`src/rtl/drc_pkg.sv`:
```
// Shared definitions for the device-route controller: packet type codes,
// reserved port IDs and the pending-lookup entry layout.
package drc_pkg;

    localparam int DRC_TYPE_W = 6;
    localparam int DRC_ADDR_W = 16;
    localparam int DRC_PORT_W = 5;

    localparam logic [DRC_TYPE_W-1:0] TYPE_UPREQ   = 6'h01;
    localparam logic [DRC_TYPE_W-1:0] TYPE_DOWNREQ = 6'h02;
    localparam logic [DRC_TYPE_W-1:0] TYPE_UPRSP   = 6'h03;
    localparam logic [DRC_TYPE_W-1:0] TYPE_DOWNRSP = 6'h04;

    localparam logic [DRC_PORT_W-1:0] PORT_NONE    = '0;
    localparam logic [DRC_PORT_W-1:0] PORT_UNREACH = '1;

    typedef struct packed {
        logic [DRC_TYPE_W-1:0] pktType;
        logic [DRC_ADDR_W-1:0] addr;
        logic [DRC_PORT_W-1:0] srcPort;
    } pendEntry_t;

endpackage

```
`src/rtl/drc_pend_fifo.sv`:
```
// In-order FIFO holding descriptors whose device lookups are outstanding.
// Head entry is read combinationally so it can be retired on the pop cycle.
module drc_pend_fifo #(
    parameter int DATA_W = 8,
    parameter int DEPTH  = 4
) (
    input  logic                     iClk,
    input  logic                     iResetN,
    input  logic                     iPush,
    input  logic [DATA_W-1:0]        iPushData,
    input  logic                     iPop,
    output logic [DATA_W-1:0]        oHeadData,
    output logic                     oFull,
    output logic                     oEmpty,
    output logic [$clog2(DEPTH):0]   oCount
);

    localparam int PtrW = $clog2(DEPTH);
    localparam int CntW = PtrW + 1;

    logic [DATA_W-1:0] memReg [DEPTH];
    logic [PtrW-1:0]   wrPtrReg;
    logic [PtrW-1:0]   rdPtrReg;
    logic [CntW-1:0]   countReg;
    logic              doPush;
    logic              doPop;

    assign oFull     = (countReg == CntW'(DEPTH));
    assign oEmpty    = (countReg == '0);
    assign oCount    = countReg;
    assign oHeadData = memReg[rdPtrReg];
    assign doPush    = iPush & ~oFull;
    assign doPop     = iPop & ~oEmpty;

    // Storage carries no reset; validity is tracked solely by the pointers.
    always_ff @(posedge iClk) begin
        if (doPush) begin
            memReg[wrPtrReg] <= iPushData;
        end
    end

    always_ff @(posedge iClk or negedge iResetN) begin
        if (!iResetN) begin
            wrPtrReg <= '0;
            rdPtrReg <= '0;
            countReg <= '0;
        end else begin
            if (doPush) begin
                wrPtrReg <= wrPtrReg + PtrW'(1);
            end
            if (doPop) begin
                rdPtrReg <= rdPtrReg + PtrW'(1);
            end
            case ({doPush, doPop})
                2'b10:   countReg <= countReg + CntW'(1);
                2'b01:   countReg <= countReg - CntW'(1);
                default: countReg <= countReg;
            endcase
        end
    end

endmodule

```
`src/rtl/drc_route_ctrl.sv`:
```
// Device-route controller: PEC descriptors -> DAMC lookups -> route results.
// Define DRC_TIMEOUT_EN to retire lookups that get no response within TIMEOUT cycles.
module drc_route_ctrl
    import drc_pkg::*;
#(
    parameter int                ADDR_W  = DRC_ADDR_W,
    parameter int                PORT_W  = DRC_PORT_W,
    parameter int                TYPE_W  = DRC_TYPE_W,
    parameter int                DEPTH   = 4,
    parameter logic [TYPE_W-1:0] UPREQ   = TYPE_UPREQ,
    parameter logic [TYPE_W-1:0] DOWNREQ = TYPE_DOWNREQ,
    parameter logic [TYPE_W-1:0] UPRSP   = TYPE_UPRSP,
    parameter logic [TYPE_W-1:0] DOWNRSP = TYPE_DOWNRSP,
    parameter int                TIMEOUT = 64
) (
    input  logic                    iClk,
    input  logic                    iResetN,
    input  logic                    iPktValid,
    output logic                    oPktReady,
    input  logic [TYPE_W-1:0]       iPktType,
    input  logic [ADDR_W-1:0]       iPktAddr,
    input  logic [PORT_W-1:0]       iPktPort,
    output logic                    oLookupValid,
    input  logic                    iLookupReady,
    output logic [ADDR_W-1:0]       oLookupAddr,
    input  logic                    iLookupRspValid,
    output logic                    oLookupRspReady,
    input  logic [PORT_W-1:0]       iLookupRspPortID,
    output logic                    oRouteValid,
    input  logic                    iRouteReady,
    output logic [TYPE_W-1:0]       oRouteType,
    output logic [ADDR_W-1:0]       oRouteAddr,
    output logic [PORT_W-1:0]       oRouteSrcPort,
    output logic [PORT_W-1:0]       oRouteDstPort,
    output logic                    oRouteUnreach,
    output logic [$clog2(DEPTH):0]  oPendingCnt,
    output logic [15:0]             oUnreachCnt
);

    localparam int CntW = $clog2(DEPTH) + 1;

    logic              readyEnReg;
    logic              lookupValidReg;
    logic [ADDR_W-1:0] lookupAddrReg;
    logic              routeValidReg;
    logic              routeUnreachReg;
    logic [TYPE_W-1:0] routeTypeReg;
    logic [ADDR_W-1:0] routeAddrReg;
    logic [PORT_W-1:0] routeSrcReg;
    logic [PORT_W-1:0] routeDstReg;
    logic [15:0]       unreachCntReg;

    pendEntry_t        pushEntry;
    pendEntry_t        headEntry;
    logic              fifoFull;
    logic              fifoEmpty;
    logic [CntW-1:0]   fifoCount;

    logic typeOk, pktAccept, push;
    logic rspHs, rspUnreach, rspPop, pop;
    logic dropRsp, timeoutHit;
    logic loadUnreach;
    logic [PORT_W-1:0] loadDst;

    assign typeOk = (iPktType == UPREQ) | (iPktType == DOWNREQ) |
                    (iPktType == UPRSP) | (iPktType == DOWNRSP);

    // readyEnReg keeps both ready outputs low until the first clock after reset.
    assign oPktReady       = readyEnReg & ~fifoFull & ~(lookupValidReg & ~iLookupReady);
    assign oLookupRspReady = readyEnReg & (~routeValidReg | iRouteReady);

    assign pktAccept = iPktValid & oPktReady;
    assign push      = pktAccept & typeOk;
    assign pushEntry = '{pktType: iPktType, addr: iPktAddr, srcPort: iPktPort};

    assign rspHs      = iLookupRspValid & oLookupRspReady;
    assign rspUnreach = (iLookupRspPortID == PORT_NONE) | (iLookupRspPortID == PORT_UNREACH);
    assign rspPop     = rspHs & ~dropRsp & ~fifoEmpty;
    assign pop        = rspPop | timeoutHit;

    assign loadUnreach = timeoutHit | rspUnreach;
    assign loadDst     = loadUnreach ? PORT_NONE : iLookupRspPortID;

    drc_pend_fifo #(
        .DATA_W ($bits(pendEntry_t)),
        .DEPTH  (DEPTH)
    ) uPendFifo (
        .iClk      (iClk),
        .iResetN   (iResetN),
        .iPush     (push),
        .iPushData (pushEntry),
        .iPop      (pop),
        .oHeadData (headEntry),
        .oFull     (fifoFull),
        .oEmpty    (fifoEmpty),
        .oCount    (fifoCount)
    );

`ifdef DRC_TIMEOUT_EN
    localparam int TimerW = $clog2(TIMEOUT) + 1;

    logic [TimerW-1:0] timerReg;
    logic [CntW-1:0]   issuedCntReg;
    logic [CntW-1:0]   creditReg;
    logic              lookupHs;
    logic              headIssued;

    // Lookups are issued in FIFO order, so the head has been issued whenever any entry has.
    assign lookupHs   = lookupValidReg & iLookupReady;
    assign headIssued = (issuedCntReg != '0);
    assign dropRsp    = rspHs & (creditReg != '0);
    assign timeoutHit = headIssued & (timerReg == TimerW'(TIMEOUT - 1)) &
                        oLookupRspReady & ~rspHs;

    // The timer restarts whenever the head changes, so each head gets a full window.
    always_ff @(posedge iClk or negedge iResetN) begin
        if (!iResetN) begin
            timerReg     <= '0;
            issuedCntReg <= '0;
            creditReg    <= '0;
        end else begin
            issuedCntReg <= issuedCntReg + CntW'(lookupHs) - CntW'(pop);
            if (pop) begin
                timerReg <= '0;
            end else if (headIssued && timerReg != TimerW'(TIMEOUT - 1)) begin
                timerReg <= timerReg + TimerW'(1);
            end
            if (timeoutHit) begin
                creditReg <= creditReg + CntW'(1);
            end else if (dropRsp) begin
                creditReg <= creditReg - CntW'(1);
            end
        end
    end
`else
    logic unusedTimeout;
    assign unusedTimeout = ^TIMEOUT;
    assign dropRsp       = 1'b0;
    assign timeoutHit    = 1'b0;
`endif

    always_ff @(posedge iClk or negedge iResetN) begin
        if (!iResetN) begin
            readyEnReg     <= 1'b0;
            lookupValidReg <= 1'b0;
            lookupAddrReg  <= '0;
        end else begin
            readyEnReg <= 1'b1;
            if (push) begin
                lookupValidReg <= 1'b1;
                lookupAddrReg  <= iPktAddr;
            end else if (iLookupReady) begin
                lookupValidReg <= 1'b0;
            end
        end
    end

    // Pops only happen when the output slot is free or being drained this cycle.
    always_ff @(posedge iClk or negedge iResetN) begin
        if (!iResetN) begin
            routeValidReg   <= 1'b0;
            routeUnreachReg <= 1'b0;
            routeTypeReg    <= '0;
            routeAddrReg    <= '0;
            routeSrcReg     <= '0;
            routeDstReg     <= '0;
            unreachCntReg   <= '0;
        end else begin
            if (pop) begin
                routeValidReg   <= 1'b1;
                routeUnreachReg <= loadUnreach;
                routeTypeReg    <= headEntry.pktType;
                routeAddrReg    <= headEntry.addr;
                routeSrcReg     <= headEntry.srcPort;
                routeDstReg     <= loadDst;
            end else if (iRouteReady) begin
                routeValidReg <= 1'b0;
            end
            if (pop && loadUnreach && unreachCntReg != 16'hFFFF) begin
                unreachCntReg <= unreachCntReg + 16'd1;
            end
        end
    end

    assign oLookupValid  = lookupValidReg;
    assign oLookupAddr   = lookupAddrReg;
    assign oRouteValid   = routeValidReg;
    assign oRouteType    = routeTypeReg;
    assign oRouteAddr    = routeAddrReg;
    assign oRouteSrcPort = routeSrcReg;
    assign oRouteDstPort = routeDstReg;
    assign oRouteUnreach = routeUnreachReg;
    assign oPendingCnt   = fifoCount;
    assign oUnreachCnt   = unreachCntReg;

endmodule

```
`config.mk`:
```
export PLATFORM = sky130hd
export DESIGN_NAME = drc_route_ctrl
export DESIGN_NICKNAME = d
export VERILOG_FILES = /design/src/rtl/drc_pkg.sv /design/src/rtl/drc_pend_fifo.sv /design/src/rtl/drc_route_ctrl.sv
export SDC_FILE = /design/constraint.sdc
export NUM_CORES = 1
export LEC_CHECK = 0
export BUFFER_PORTS_ARGS = -buffer_cell sky130_fd_sc_hd__buf_2
export CORE_AREA = 2 2 137 139
export CTS_CLUSTER_SIZE = 16
export DETAILED_ROUTE_END_ITERATION = 7
export DIE_AREA = 0 0 139 141
export GPL_TIMING_DRIVEN = 0
export PLACE_DENSITY = 0.61
export SYNTH_ARGS = -nofsm -noshare
export SYNTH_HDL_FRONTEND = slang
export SYNTH_HIERARCHICAL = 1
export SYNTH_SLANG_ARGS = --single-unit
```
`constraint.sdc`:
```
create_clock -name iClk -period 6.63 [get_ports iClk]
set_clock_uncertainty 0.1 [all_clocks]
set_input_delay 1.326 -clock iClk [delete_from_list [all_inputs] [get_ports iClk]]
set_output_delay 1.326 -clock iClk [all_outputs]
set_load 0.05 [all_outputs]
```
==> impl_metrics.tcl <==
set metrics [dict create \
    status "completed" \
    synthesis.instances 438 \
    rsz0062_at_grt "no" \
    core_area_um2 18300 \
    yosys-top-cells-area "edfxtp_1 (45%), dfrtp_1 (26%), mux4_2 (8.2%)" \
    synth_area_per_cell_um2 16.3 \
    n_antenna_cell 0 \
    drc 0 \
    overflow 0 \
    synthSimpleGateAreaFrac_pct 9.53 \
    grt_pass1_wl_um 23000 \
    fmax_ghz 0.259 \
    critPathLaunchType "primary input" \
    post-dp-hpwl_um 9500 \
    cts.path.max_buffers 2 \
    cp_num_buf_inv 3 \
    ys_seq_elements 183 \
    setup_viol 0 \
    criticalPathCategory "in2reg" \
    cts_root_buffer "clkbuf_16" \
    vias 4053 \
    instances_no_fill 814 \
    ys_types 49 \
    ant_nets 0 \
    finalSetupTns_ns 0 \
    synth_area_leader_cell "edfxtp_1" \
    layout-drive-gt1-share_pct 36.4 \
    p_leak_nw 3.59 \
    via_per_inst 4.98 \
    synth_top_flop_cell "edfxtp_1" \
    gp_congestion 0.830 \
    peakVddDrop_mv 0.221 \
    grt_max_degree 50 \
    clock_latency_ns 0.43 \
    wl_per_cell_um 17.9 \
    synth.most_common_cell "edfxtp_1" \
    postLayoutCoreUtil_pct 47.3 \
    slowest_delay_ns 0.76 \
    area_delta_synth_final_pct 21.2 \
    timing.final.hold_violations 0 \
    yosysTopAreaCellShare_pct 45.5 \
    endpoint_kind "flip-flop" \
    syn-num-nets 483 \
    synth_top_family_by_area "multiplexers" \
    worstPathMaxFanout 27 \
    drv_slew 0 \
    cts_made_buffers 17 \
    syn_area_um2 7130 \
    wirelength_um 14500 \
    synth_mux_area_share_pct 12.4 \
    synthXorXnorAreaFrac_pct 1.96 \
    period_minus_slack_ns 3.86 \
    tightest_slew_ns 0.835 \
    p_per_area_nw_per_um2 432 \
    die_h_um 141 \
    drv_cap 0 \
    ctsHtreeMaxLevel 4 \
    path_common_cell "buf_2" \
    cts_tree "built" \
    cts_sinks 183 \
    grt_usage_pct 15.6 \
    hold_ws_ns 0.368 \
    antenna_found_initial 0 \
    start_util_pct 39.0 \
    die_x_um 139 \
    synth-adder-area-share_pct 1.33 \
    final_nets 612 \
    drt_iter0_drc 184 \
    yosys_warnings 6 \
    placedCellCount 782 \
    ios 110 \
    crit_required_ns 6.58 \
    post_cts_resized 0 \
    port_buffers 109 \
    synthTopCellsByCount "edfxtp_1 (108), nand2_1 (95), dfrtp_1 (75)" \
    ys_seq_area_share_pct 71.8 \
    die_area_um2 19600 \
    slowest_stage "and2_2" \
    cts_hold_buf 0 \
    finalCritPeriodShare_pct 58.2 \
    crit_family "simple AND/OR/NAND/NOR gates" \
    rows 50 \
    path_cells "buf_2 > nor2b_1 > nor3b_1 > and3_1 > buf_2 > buf_2 > nor2b_2 > and2_2" \
    crit_arrival_ns 3.81 \
    first_pass_iters 5 \
    synth_compound_area_share_pct 1.32 \
    hold_path_class "reg2reg" \
    relSlewSlack_pct 44.3 \
    grt_pass1_vias 4171 \
    clk_pin_slew_ns 0.06 \
    ys_async_sr_fraction_pct 41.0 \
    post_cts_buffers 0 \
    synth_edf_count 108 \
]
[per-layer routing]
layer | global-route usage, % | wire length (µm)
met2 | 26.1 | 7190
met4 | 6.49 | 315
met1 | 19.7 | 6240
met5 | 0 | 0
met3 | 3.67 | 785
[final timing paths]
kind	start	to	slack (ns)	depth (start not counted)
worst max-delay path	iLookupReady	uPendFifo/memReg[3][22]	2.77	8
worst min-delay path	oRouteAddr[15]	oRouteAddr[15]	0.37	2
worst max register to register	uPendFifo/oCount[2]	uPendFifo/memReg[3][22]	3.17	7
worst min register to register	oRouteAddr[15]	oRouteAddr[15]	0.37	2
max in group asynchronous	iResetN	oRouteAddr[4]	5.10	2
min in group asynchronous	iResetN	oRouteAddr[12]	0.74	1
[flip-flops by register name, indices dropped and copies added (netlist names)]
name and cells:
uPendFifo/memReg 108, oLookupAddr 16, oRouteAddr 16, oUnreachCnt 16, oRouteType 6, oRouteDstPort 5, oRouteSrcPort 5, uPendFifo/oCount 3
uPendFifo/rdPtrReg 2, uPendFifo/wrPtrReg 2, oLookupValid 1, oRouteUnreach 1, oRouteValid 1, readyEnReg 1
[metrics by stage]
| step | power (mW) | area (µm²) | worst slack, ns |
|---|---|---|---|
| final | 3.73 | 8650 | 2.77 |
| after floorplan | 2.38 | 7130 | 1.89 |
| after detailed placement | 2.69 | 8010 | 2.29 |
| after global placement | 2.67 | 7970 | 1.77 |
| after global routing | 3.91 | 8650 | 2.63 |
| after CTS | 3.79 | 8650 | 2.75 |
[kinds of logic after synthesis]
logic type                 Yosys count
adders and majority gates            7
and+or+nand+nor                    144
DFF                                183
xor gates and xnor gates            16
buffers and inverters               22
muxes                               51
other                                1
AOI/OAI and AO/OA                   14
[worst min-delay path, cell delays in order (launching register included)]
cell     delay (ns)
dfrtp_1        0.34
nand2_1        0.05
nand2_1        0.05
[cell usage in the layout (no fill, tap or decap), types with 4 or more instances in the layout]
cell type  synthesis  routed
mux2_2            21      21
dfrtp_1           75      75
ha_1               6       6
clkbuf_16          0      17
xnor2_1           11      11
nor2_1             9       9
nand3_1            8       8
bufinv_16          0       4
and2_2             0       4
edfxtp_1         108     108
xor2_1             5       5
inv_6              0       5
o21ai_0            4       4
nand2_1           95      95
inv_1              7       7
mux4_2            26      26
buf_2              5     113
nand4_1            6       6
buf_1              4       4
[where the power goes]
part,switching [mW],leakage [nW],internal [mW],total (mW)
registers,0.0946,1.93,1.36,1.46
logic,0.826,1.35,0.372,1.20
clock network,0.440,0.303,0.641,1.08
[layout make-up]
cell class              instances  area, µm²
plain buffers                  14       86.3
clock buffers                  17        425
well taps                     234        293
flip-flops and latches        183       5120
clock inverters                15        215
multi-input cells             233       1900
inverters                       8       30.0
repair buffers                110        576
fillers                      1613       9620
Power figures use the tool's default switching activity.
